File: src/rtl/snn_interfaces_pkg.sv
// Shared types for the convolution/pooling spike pipeline: coordinates, spike
// events, FSM encodings and default geometry.
package snn_interfaces_pkg;

  localparam int COORD_W             = 8;
  localparam int MAX_CHANNELS        = 32;
  localparam int DEFAULT_CHANNELS    = 2;
  localparam int DEFAULT_NEURON_BITS = 8;
  localparam int DEFAULT_IMG_WIDTH   = 4;
  localparam int DEFAULT_IMG_HEIGHT  = 4;

  typedef struct packed {
    logic [COORD_W-1:0] x;
    logic [COORD_W-1:0] y;
  } vec2_t;

  typedef struct packed {
    vec2_t                   coord;
    logic [MAX_CHANNELS-1:0] spikes;
  } spike_event_t;

  typedef enum logic [2:0] {
    PF_IDLE,
    PF_READ,
    PF_EVAL,
    PF_WRITE,
    PF_EMIT,
    PF_DONE
  } pool_fire_state_t;

endpackage

File: src/rtl/pool_neuron_lane.sv
// Single-lane threshold/leak unit: fires and resets to zero at or above
// THRESHOLD, otherwise leaks by v >> DECAY_SHIFT.
module pool_neuron_lane #(
  parameter int BITS_PER_CHANNEL = 8,
  parameter int THRESHOLD        = 100,
  parameter int DECAY_SHIFT      = 2
) (
  input  logic [BITS_PER_CHANNEL-1:0] v,
  output logic                        spike,
  output logic [BITS_PER_CHANNEL-1:0] v_next
);

  // Subtracting a right-shifted copy can never underflow; shift 0 means no leak.
  function automatic logic [BITS_PER_CHANNEL-1:0] leak(input logic [BITS_PER_CHANNEL-1:0] x);
    if (DECAY_SHIFT == 0)
      return x;
    return x - (x >> DECAY_SHIFT);
  endfunction

  always_comb begin
    spike  = (32'(v) >= 32'(THRESHOLD));
    v_next = spike ? '0 : leak(v);
  end

endmodule

File: src/rtl/pool_spike_gen.sv
// Scans the pooled feature map, thresholds every channel lane, writes back the
// reset/leaked membrane word and emits one spike event per firing coordinate.
module pool_spike_gen
  import snn_interfaces_pkg::*;
#(
  parameter int CHANNELS         = DEFAULT_CHANNELS,
  parameter int BITS_PER_CHANNEL = DEFAULT_NEURON_BITS,
  parameter int IMG_WIDTH        = DEFAULT_IMG_WIDTH,
  parameter int IMG_HEIGHT       = DEFAULT_IMG_HEIGHT,
  parameter int THRESHOLD        = 100,
  parameter int DECAY_SHIFT      = 2
) (
  input  logic                                 clk,
  input  logic                                 reset,
  input  logic                                 enable,
  output logic                                 active,
  output logic                                 done,
  output logic                                 read_req,
  output vec2_t                                coord_get,
  input  logic [CHANNELS*BITS_PER_CHANNEL-1:0] data_out,
  output logic                                 write_req,
  output vec2_t                                coord_wtr,
  output logic [CHANNELS*BITS_PER_CHANNEL-1:0] data_in,
  output logic                                 event_valid,
  input  logic                                 event_ready,
  output vec2_t                                event_coord,
  output logic [CHANNELS-1:0]                  event_spikes
);

  localparam int OUT_W  = IMG_WIDTH / 2;
  localparam int OUT_H  = IMG_HEIGHT / 2;
  localparam int WORD_W = CHANNELS * BITS_PER_CHANNEL;

  pool_fire_state_t    state;
  vec2_t               cnt;
  vec2_t               cnt_nxt;
  logic                is_last;
  logic                boundary;
  logic [WORD_W-1:0]   word_p1;
  logic [CHANNELS-1:0] fire_p1;
  logic [CHANNELS-1:0] fire_p2;

  // ---- stage p1: lane evaluation on the word returned by memory ----
  for (genvar c = 0; c < CHANNELS; c++) begin : g_lane
    pool_neuron_lane #(
      .BITS_PER_CHANNEL (BITS_PER_CHANNEL),
      .THRESHOLD        (THRESHOLD),
      .DECAY_SHIFT      (DECAY_SHIFT)
    ) u_lane (
      .v      (data_out[c*BITS_PER_CHANNEL +: BITS_PER_CHANNEL]),
      .spike  (fire_p1[c]),
      .v_next (word_p1[c*BITS_PER_CHANNEL +: BITS_PER_CHANNEL])
    );
  end

  always_comb begin
    is_last = (cnt.x == COORD_W'(OUT_W - 1)) && (cnt.y == COORD_W'(OUT_H - 1));
    cnt_nxt = cnt;
    if (cnt.x == COORD_W'(OUT_W - 1)) begin
      cnt_nxt.x = '0;
      cnt_nxt.y = cnt.y + 1'b1;
    end else begin
      cnt_nxt.x = cnt.x + 1'b1;
    end
    boundary = ((state == PF_WRITE) && !(|fire_p2)) ||
               ((state == PF_EMIT) && event_ready);
  end

  // ---- stage p2: write-back, event hand-off and scan control ----
  always_ff @(posedge clk) begin
    if (reset) begin
      state        <= PF_IDLE;
      cnt          <= '0;
      active       <= 1'b0;
      done         <= 1'b0;
      read_req     <= 1'b0;
      write_req    <= 1'b0;
      event_valid  <= 1'b0;
      coord_get    <= '0;
      coord_wtr    <= '0;
      data_in      <= '0;
      event_coord  <= '0;
      event_spikes <= '0;
      fire_p2      <= '0;
    end else begin
      read_req  <= 1'b0;
      write_req <= 1'b0;
      done      <= 1'b0;
      case (state)
        PF_IDLE: if (enable) begin
          state     <= PF_READ;
          active    <= 1'b1;
          read_req  <= 1'b1;
          coord_get <= cnt;
        end
        PF_READ: state <= PF_EVAL;
        PF_EVAL: begin
          state     <= PF_WRITE;
          write_req <= 1'b1;
          coord_wtr <= cnt;
          data_in   <= word_p1;
          fire_p2   <= fire_p1;
        end
        PF_WRITE: if (|fire_p2) begin
          state        <= PF_EMIT;
          event_valid  <= 1'b1;
          event_coord  <= cnt;
          event_spikes <= fire_p2;
        end
        PF_EMIT: if (event_ready) event_valid <= 1'b0;
        PF_DONE: state <= PF_IDLE;
        default: state <= PF_IDLE;
      endcase

      // Coordinate boundary: the only place enable can pause the scan.
      if (boundary) begin
        if (is_last) begin
          state  <= PF_DONE;
          done   <= 1'b1;
          active <= 1'b0;
          cnt    <= '0;
        end else begin
          cnt <= cnt_nxt;
          if (enable) begin
            state     <= PF_READ;
            read_req  <= 1'b1;
            coord_get <= cnt_nxt;
          end else begin
            state  <= PF_IDLE;
            active <= 1'b0;
          end
        end
      end
    end
  end

endmodule

File: config.mk
export PLATFORM = sky130hd
export DESIGN_NAME = pool_spike_gen
export DESIGN_NICKNAME = d
export VERILOG_FILES = /design/src/rtl/snn_interfaces_pkg.sv /design/src/rtl/pool_neuron_lane.sv /design/src/rtl/pool_spike_gen.sv
export SDC_FILE = /design/constraint.sdc
export NUM_CORES = 1
export LEC_CHECK = 0
export ABC_AREA = 1
export BUFFER_PORTS_ARGS = -buffer_cell sky130_fd_sc_hd__buf_2
export CAP_MARGIN = 10
export CORE_ASPECT_RATIO = 0.7
export CORE_MARGIN = 1.5
export CORE_UTILIZATION = 59
export DETAILED_ROUTE_END_ITERATION = 7
export GPL_TIMING_DRIVEN = 1
export PLACE_DENSITY = 0.92
export SLEW_MARGIN = 20
export SYNTH_ARGS = -nofsm -noshare
export SYNTH_HDL_FRONTEND = slang
export SYNTH_SLANG_ARGS = --single-unit
File: constraint.sdc
create_clock -name clk -period 2.55 [get_ports clk]
set_input_delay 0.255 -clock clk [delete_from_list [all_inputs] [get_ports clk]]
set_output_delay 0.255 -clock clk [all_outputs]
set_load 0.005 [all_outputs]
Yosys cells after proc, flatten, opt, wreduce, memory -nomap -nowiden

Index checks and enable logic that the tools add are counted.

Flip-flop bits (word level): 92
Latch bits: 0
Memory bits (writable): 0
Memory bits (read-only): 0
Output and inout port bits: 71
Logic and storage cells: 78
Memories kept: 0

Add/sub/neg operators: 4
Multipliers: 0
Divide/modulo/power cells: 0
Magnitude comparators: 2
Equality and inequality tests: 11
Shift operators: 0
Multiplexer cells: 31
Bitwise operators: 1
Reduce and logical (&&, ||, !) cells: 12

Operators with widths:

| operator                                                                 | count |
|---|---|
| 16-bit two-way mux                                                       | 6 |
| 8-bit two-way mux                                                        | 4 |
| 8-bit by 1-bit adder with 8-bit output (second input constant)           | 2 |
| 8-bit by 1-bit equality test with 1-bit output (second input constant)   | 2 |
| 8-bit by 7-bit >= comparator with 1-bit output (second input constant)   | 2 |
| 8-bit by 6-bit subtractor with 8-bit output                              | 2 |
| 1-bit two-way mux                                                        | 15 |
| 3-bit one-hot mux with 5 select lines                                    | 1 |
| 3-bit two-way mux                                                        | 4 |
| 3-bit by 2-bit equality test with 1-bit output (second input constant)   | 2 |
| 3-bit AND reduction                                                      | 2 |
| 2-bit inequality test (second input constant)                            | 2 |
| 2-bit OR reduction                                                       | 2 |
| 3-bit by 1-bit equality test with 1-bit output (second input constant)   | 1 |
| 3-bit equality test (second input constant)                              | 1 |
| 1-bit logical AND                                                        | 3 |
| 3-bit zero test                                                          | 1 |
| 3-bit by 2-bit inequality test with 1-bit output (second input constant) | 1 |
| 3-bit inequality test (second input constant)                            | 1 |
| 2-bit by 1-bit inequality test with 1-bit output (second input constant) | 1 |
| 1-bit one-hot mux with 2 select lines                                    | 1 |
| 2-bit AND reduction                                                      | 1 |
| 2-bit nonzero test                                                       | 1 |
| 1-bit zero test                                                          | 1 |
| 2 further kinds                                                          | 2 |

Longest topological paths before layout

Gate-level depths: netlist of run 1.

Word-level depth: 6
Mapped depth: 11

Modules after synthesis

Synthesis of run 1 repeated with hierarchy kept, for this count alone.

Cell total of the unflattened synthesis: 680
Area total of the unflattened synthesis: 4684.5 sq um

By module, submodules not included:

| module           | instances | cells each | area an instance (sq um) |
|---|---|---|---|
| pool_spike_gen   | 1         | 540        | 3903.7 |
| pool_neuron_lane | 2         | 70         | 390.4 |

Worst setup path after synthesis of run 1

Ideal clock, no wire load.

Path type: register to register
From: register cnt[8] in the netlist's numbering
To: register read_req
Data arrival time: 1306 ps
Data required time: 2418 ps
Slack: 1112 ps
Cell stages (with the launch flop): 8
Buffers on the path: 1
Clock period less this slack: 1438 ps
Cell sequence: dfxtp_1 -> ha_1 -> nand2_1 -> nor2_4 -> nand2_1 -> nand3_4 -> buf_2 -> a21oi_1

Longest elaborated chain between the ends: 4

Ends and longest elaborated chain:

| element                                        | RTL line              | text |
|---|---|---|
| from (decl)                                    | pool_spike_gen.sv:35  | `vec2_t cnt;` |
| from (signal assigned)                         | pool_spike_gen.sv:123 | `cnt <= cnt_nxt;` |
| 8-bit by 1-bit equality test with 1-bit output | pool_spike_gen.sv:57  | `is_last = (cnt.x == COORD_W'(OUT_W - 1)) && (cnt.y == COORD_W'(OUT_H - 1));` |
| 1-bit logical AND                              | pool_spike_gen.sv:57  |  |
| 1-bit two-way mux                              | pool_spike_gen.sv:117 | `if (is_last) begin` |
| 1-bit two-way mux                              | pool_spike_gen.sv:116 | `if (boundary) begin` |
| to (signal assigned)                           | pool_spike_gen.sv:76  | `read_req <= 1'b0;` |
| to (signal assigned)                           | pool_spike_gen.sv:86  | `read_req <= 1'b0;` |
| to (signal assigned)                           | pool_spike_gen.sv:126 | `read_req <= 1'b1;` |
| to (decl)                                      | pool_spike_gen.sv:18  | `output logic read_req,` |

No other way between the ends.
A chain may end at the register's enable or synchronous reset.

Worst setup path after layout of run 1

From: register cnt[9] in the netlist's numbering
To: register coord_get[7] in the netlist's numbering

Longest elaborated chain between the ends: 5
Elaborated cells between the ends (all ways): 6

Ends and longest elaborated chain:

| element                                            | RTL line                                   | text |
|---|---|---|
| 8-bit by 1-bit equality test with 1-bit output (*) | pool_spike_gen.sv:57, pool_spike_gen.sv:59 |  |
| 8-bit two-way mux                                  | pool_spike_gen.sv:59                       | `if (cnt.x == COORD_W'(OUT_W - 1)) begin` |
| 16-bit two-way mux                                 | pool_spike_gen.sv:124                      | `if (enable) begin` |
| 16-bit two-way mux (*)                             | pool_spike_gen.sv:117                      |  |
| 16-bit two-way mux (*)                             | pool_spike_gen.sv:116                      |  |
| to (signal assigned)                               | pool_spike_gen.sv:94                       | `coord_get <= cnt;` |
| to (signal assigned)                               | pool_spike_gen.sv:127                      | `coord_get <= cnt_nxt;` |
| to (decl)                                          | pool_spike_gen.sv:19                       | `output vec2_t coord_get,` |

Every way passes the cells marked *; elsewhere a longest branch is shown, timed or not.

==> results of run 1 <==
[where the power goes]
part / leakage, nW / switching [mW] / internal [mW] / total [mW]
combinational: 1.70 / 0.612 / 0.326 / 0.938
sequential: 0.746 / 0.117 / 1.60 / 1.72
clock: 0.0811 / 0.513 / 0.348 / 0.861
total: 2.53 / 1.24 / 2.27 / 3.51
[path summary, 6_finish.rpt]
kind	slack, ps	end	cells past startpoint
worst max register to register	590	coord_get[7]	9
worst min-delay path	240	data_in[7]	4
worst min register to register	470	data_in[9]	2
worst max-delay path	590	coord_get[7]	9
[layout by cell type (no fill, tap or decap), drive strengths merged]
cell type  instances
nand2            188
buf               93
dfxtp             92
nor2              83
a21oi             78
inv               75
o21ai             42
nand3             33
ha                18
clkbuf             9
nand4              7
xor2               5
xnor2              4
nor3               4
clkinv             4
a211oi             3
fa                 2
clkinvlp           2
and2               1
nor3b              1
[critical path: stages (launching register included)]
cell and delay (ps):
dfxtp_1 340, inv_1 140, ha_1 200, nand2_1 110, nor2_4 340, nand2_1 190
nand3_4 290, nand2_1 110, nand2_1 90, nor2_1 50
[kinds of logic (layout without fill, tap and decap cells)]
kind of cell,count (synthesis),in the layout,synth area share (%)
and+or+nand+nor,317,317,28.9
AOI/OAI and AO/OA,123,123,13.8
buffers and inverters,104,183,9.62
DFF,92,92,40.1
adders and majority gates,20,20,5.78
xor gates and xnor gates,9,9,1.72
[cell usage after synthesis, types with 4 or more instances]
master / instances
ha_1: 18
inv_1: 72
a21oi_1: 76
clkbuf_1: 13
xnor2_1: 4
nor2_1: 79
nand4_1: 7
nand2_1: 184
o21ai_1: 4
buf_4: 4
o21ai_0: 38
xor2_1: 5
nand3_1: 30
dfxtp_1: 92
buf_2: 8
[sequential cells by signal, summed over array words and instances (netlist names)]
| signal | flops |
|---|---|
| active | 1 |
| cnt | 16 |
| coord_get | 16 |
| coord_wtr | 16 |
| data_in | 16 |
| done | 1 |
| event_coord | 16 |
| event_spikes | 2 |
| event_valid | 1 |
| fire_p2 | 2 |
| read_req | 1 |
| state | 3 |
| write_req | 1 |
[cell type report]
class	instances	area share [%]
clock buffers	9	2.38
clock inverters	6	0.818
inverters	75	5.42
multi-input cells	469	44.5
flip-flops and latches	92	35.4
well taps	98	2.36
repair buffers	93	9.10
[layer usage]
metal | GRT usage (%) | vias to the layer above | wire length (µm)
met4 | 10.1 | 0 | 192
met2 | 45.3 | 166 | 5260
met5 | 0 | - | 0
li1 | - | 2251 | -
met3 | 8.16 | 27 | 851
met1 | 37.2 | 2054 | 5140
==> flow_metrics.py, run 1 <==
metrics = {
    "placed_design": {
        "place_congestion": 0.918,
        "place_area_mm2": 0.00503,
        "dp_hpwl_um": 8200,
        "dp_slack_ps": 648,
        "portBuffers": 90,
        "numPlacedInstances": 827,
    },
    "sta": {
        "finalHoldViolCount": 0,
        "drv_slew": 0,
        "worst_pin_slew_ps": 738,
        "fmax_mhz": 509,
        "layout_setup_ws_ps": 586,
        "tns_ps": 0,
        "finalClockSkew_ps": 9.96,
        "setup_viol": 0,
        "fin_hold_ws_ps": 237,
        "period_share_pct": 77.0,
        "slew_headroom_pct": 50.8,
        "rsz0062_at_grt": "no",
        "layout_min_cycle_time_ps": 1960,
    },
    "logic_synthesis": {
        "synthArstFlopShare_pct": 0,
        "synth_top_area_cell": "dfxtp_1",
        "synthCells": 665,
        "synth_area_leaders": "dfxtp_1, nand2_1, a21oi_1, nor2_1, inv_1",
        "yosysUniqueCellTypes": 33,
        "yosys_warnings": 0,
        "synth-seq-cells": 92,
        "synth_top_cell_area_share_pct": 40.1,
        "syn_nets": 705,
        "ys.flop_type": "dfxtp_1",
        "syn_area_per_cell_um2": 6.90,
        "synth_edf_count": 0,
        "synth_area_mm2": 0.00459,
        "synth-seq-area-share_pct": 40.1,
    },
    "grt": {
        "grt_overflow": 0,
        "grt_first_pass_wirelength_um": 19000,
        "grt_pass1_vias": 4261,
        "grt_max_degree": 50,
        "grt_antenna_before_repair": 0,
        "grt_use_total_pct": 28.6,
    },
    "critical_path": {
        "worstReg2RegStart": "cnt[9]",
        "crit_required_ps": 2810,
        "worstSetupPathType": "flop to flop",
        "crit_start": "cnt[9]",
        "end_kind": "flop",
        "arrival_ps": 2230,
        "crit_fanout": 30,
        "start_kind": "flop",
    },
    "cts": {
        "cts_tree": "built",
        "clk_pin_slew_ps": 90,
        "cts_made_buffers": 9,
        "cts_sinks": 92,
        "cts_setup_buffers": 0,
        "cts_resized": 0,
        "htreeDepth": 3,
        "cts_hold_buf": 0,
        "clockBufferDepth": 2,
        "cts_root_buf": "clkbuf_8",
        "worstSkewPairLatency_ps": 370,
    },
    "layout": {
        "fin_cells": 842,
        "areaGrowthSynthToFinish_pct": 13.2,
        "multi_input_area_mm2": 0.00231,
        "final.fill_count": 642,
        "nNetsFinal": 780,
        "final_util_pct": 70.1,
        "fin_area_mm2": 0.00520,
        "antenna_cells": 0,
        "register_area_mm2": 0.00184,
        "drive_above_1_share_pct": 16.9,
    },
    "power_and_ir_drop": {
        "power_density_mw_per_mm2": 676,
        "peakVddDrop_uv": 477,
        "power.leakage_nw": 2.53,
        "power.total_mw": 3.51,
    },
    "detailed_routing": {
        "wl_per_cell_um": 13.6,
        "viasPerCell": 5.34,
        "ant_nets": 0,
        "initialDrtViolationCount": 289,
        "num_vias": 4498,
        "drc": 0,
        "drt_wl_total_um": 11400,
        "dr.pass1.iters": 5,
    },
    "run": {
        "maxCapViolCount": 0,
    },
    "min_path": {
        "min_from": "data_out[6]",
        "hold_path.class": "primary input to flop",
    },
    "run_status": {
        "status": "finished clean",
    },
    "die": {
        "die_area_mm2": 0.00833,
        "die_w_um": 108,
        "die_h_um": 76.8,
        "start_util_pct": 61.9,
        "ios": 91,
        "rows": 26,
        "design.core.area_mm2": 0.00742,
    },
}
No activity file was read; power rests on OpenSTA's default activity.
==> inputs of run 2 (changes only) <==
Settings changed: ABC_AREA 1 to 0, CORE_UTILIZATION 59 to 50, PLACE_DENSITY 0.92 to 0.84.
Clock period 2.55 ns to 1.6 ns, I/O delays scaled along.
==> run 2 against run 1 <==
Cell area is 26% higher. The flow now finishes with violations (setup timing). Clock-buffer cell count is 2 higher. Critical path depth is 2 lower.
==> flow_metrics.py, run 2 <==
metrics = {
    "run_status": {
        "status": "finished with violations",
        "violations": "setup timing",
    },
    "min_path": {
        "hold_path.class": "primary input to flop",
        "holdPathStages": 2,
    },
    "cts": {
        "cts_tree": "built",
        "clk_pin_slew_ps": 70,
        "cts_root_buf": "clkbuf_16",
        "clockBufferDepth": 2,
        "cts_sinks": 92,
        "cts_made_buffers": 9,
        "cts_hold_buf": 0,
        "htreeDepth": 3,
        "worstSkewPairLatency_ps": 350,
    },
    "logic_synthesis": {
        "syn_nets": 595,
        "synthCells": 555,
        "synth_area_mm2": 0.00449,
        "synth_area_leaders": "dfxtp_1, nand2_1, a21oi_1, ha_1, nor2_1",
        "synthArstFlopShare_pct": 0,
        "yosys-top-cells-count": "nand2_1, dfxtp_1, a21oi_1, nor2_1, clkbuf_1",
        "synth_edf_count": 0,
        "yosysMostFrequentCell": "nand2_1",
        "synth_top_area_cell": "dfxtp_1",
        "synth-seq-area-share_pct": 41.0,
        "synth-seq-cells": 92,
        "ys.flop_type": "dfxtp_1",
        "synth_top_cell_area_share_pct": 41.0,
        "syn_area_per_cell_um2": 8.08,
        "yosysUniqueCellTypes": 57,
        "yosys_warnings": 0,
    },
    "grt": {
        "grt_first_pass_wirelength_um": 22800,
        "grt_use_total_pct": 31.0,
        "grt_overflow": 0,
        "grt_pass1_vias": 4548,
        "grt_max_degree": 79,
        "grt_antenna_before_repair": 0,
    },
    "sta": {
        "layout_setup_ws_ps": -735,
        "finalHoldViolCount": 0,
        "fmax_mhz": 428,
        "rsz0062_at_grt": "yes",
        "setup_viol": 37,
        "layout_min_cycle_time_ps": 2340,
        "period_share_pct": 146,
        "drv_slew": 0,
        "finalClockSkew_ps": 4.88,
        "worst_pin_slew_ps": 493,
        "slew_headroom_pct": 67.2,
    },
    "power_and_ir_drop": {
        "power.total_mw": 5.62,
        "p_sw_mw": 1.54,
        "combPwrFrac_pct": 17.6,
        "power.leakage_nw": 2.81,
        "power_density_mw_per_mm2": 860,
        "seq_power_share_pct": 42.1,
        "peakVddDrop_uv": 694,
        "pwr-share-clk_pct": 40.3,
        "switching_share_pct": 27.4,
        "power.internal_mw": 4.09,
    },
    "detailed_routing": {
        "drc": 0,
        "viasPerCell": 5.91,
        "dr.pass1.iters": 6,
        "initialDrtViolationCount": 658,
        "num_vias": 4965,
        "drt_wl_total_um": 15500,
        "ant_nets": 0,
        "wl_per_cell_um": 18.4,
    },
    "critical_path": {
        "start_kind": "flop",
        "reg2reg_to": "coord_get[5]",
        "reg2reg_slack_ps": -740,
        "arrival_ps": 2550,
        "worstSetupPathType": "flop to flop",
        "crit_fanout": 4,
        "worstReg2RegStart": "cnt[9]",
        "crit_start": "cnt[9]",
        "crit_path_end": "coord_get[5]",
        "path_cells": "inv_2 -> ha_4 -> or4b_4 -> or4_4 -> xnor2_1 -> a222oi_1 -> nor2_1",
        "worstRegToRegCells": 7,
        "slowest_stage": "or4_4",
        "end_kind": "flop",
        "crit_required_ps": 1810,
        "cpPeakStageDelay_ps": 510,
    },
    "layout": {
        "drive_above_1_share_pct": 39.0,
        "areaGrowthSynthToFinish_pct": 45.7,
        "antenna_cells": 0,
        "nNetsFinal": 755,
        "final_util_pct": 76.2,
        "mostFrequentLayoutCells": "nand2_1, buf_2, dfxtp_1, buf_4, a21oi_1",
        "final_common_cell": "nand2_1",
    },
    "die": {
        "die_w_um": 116,
        "ios": 91,
        "die_h_um": 82.3,
        "start_util_pct": 52.3,
        "rows": 28,
        "die_area_mm2": 0.00956,
        "design.core.area_mm2": 0.00858,
    },
    "placed_design": {
        "dp_hpwl_um": 9440,
        "place_congestion": 0.949,
        "portBuffers": 90,
    },
    "run": {
        "maxCapViolCount": 0,
    },
}
==> run 2: final cells by class <==
| class | instances | area, µm² |
|---|---|---|
| Multi-Input combinational cell | 397 | 2780 |
| Fill cell | 538 | 2040 |
| Sequential cell | 92 | 1860 |
| Timing Repair Buffer | 192 | 1350 |
| Clock buffer | 11 | 253 |
| Tap cell | 120 | 150 |
| Inverter | 23 | 86.3 |
| Clock inverter | 5 | 63.8 |
==> run 2: worst min path at each step <==
stage | from | to | slack (ps)
2_1_floorplan | data_out[14] | data_in[15] | 340
3_3_place_gp | reset | cnt[11] | 430
3_5_place_dp | reset | cnt[11] | 440
4_1_cts | reset | cnt[11] | 80
5_1_grt | reset | coord_get[10] | 90
6_report | reset | coord_get[10] | 80
==> run 2: kinds of logic after synthesis <==
kind of cell | share of synthesized area [%]
adder cells (fa/ha/maj) | 5.91
multiplexers | 0.669
XOR/XNOR | 2.34
flip-flops | 41.0
AO/OA/AOI/OAI | 19.6
buffers and inverters | 5.97
AND/OR/NAND/NOR | 24.5
==> run 2: critical path: cells and delay by family (launching register included) <==
kind / cells / cell delay, ps
and+or+nand+nor: 3 / 1130
AOI/OAI and AO/OA: 1 / 400
DFF: 1 / 340
xor gates and xnor gates: 1 / 160
adders and majority gates: 1 / 120
buffers and inverters: 1 / 60
==> run 2: timing repair <==
action / in CTS / in global routing
gates resized for setup: 47 / 42
buffers inserted: 11 / 9
cloned: 1 / 1
endpoints found under the setup margin: 66 / 62
pin swaps: 29 / 19
==> run 2: stage by stage <==
| step | setup slack (ps) | TNS (ps) | cells | instance area [µm²] | hold slack (ps) |
|---|---|---|---|---|---|
| CTS | -592 | -8300 | 832 | 6290 | 79.2 |
| detailed placement | -610 | -12230 | 804 | 5670 | 435 |
| finish | -735 | -12170 | 840 | 6540 | 82.6 |
| floorplan | -517 | -4920 | 555 | 4650 | 343 |
| global placement | -522 | -9470 | 804 | 5670 | 431 |
| global route | -727 | -14240 | 840 | 6540 | 86.1 |
==> run 2: layer usage <==
metal  vias up  global-route usage [%]  part of all wire [%]
li1       2276                       -                     -
met1      2338                    42.4                    43
met4         0                    14.1                   3.7
met2       279                    46.6                    44
met5         -                       0                     0
met3        72                    7.37                   8.8
==> run 2: power groups by stage <==
stage / Combinational, mW / Clock (mW) / Sequential [mW]
final: 0.992 / 2.27 / 2.37
after global routing: 1.06 / 2.37 / 2.37
after CTS: 0.903 / 2.29 / 2.36
after detailed placement: 0.834 / 0 / 2.42
after global placement: 0.803 / 0 / 2.41
after floorplan: 0.489 / 0 / 2.42
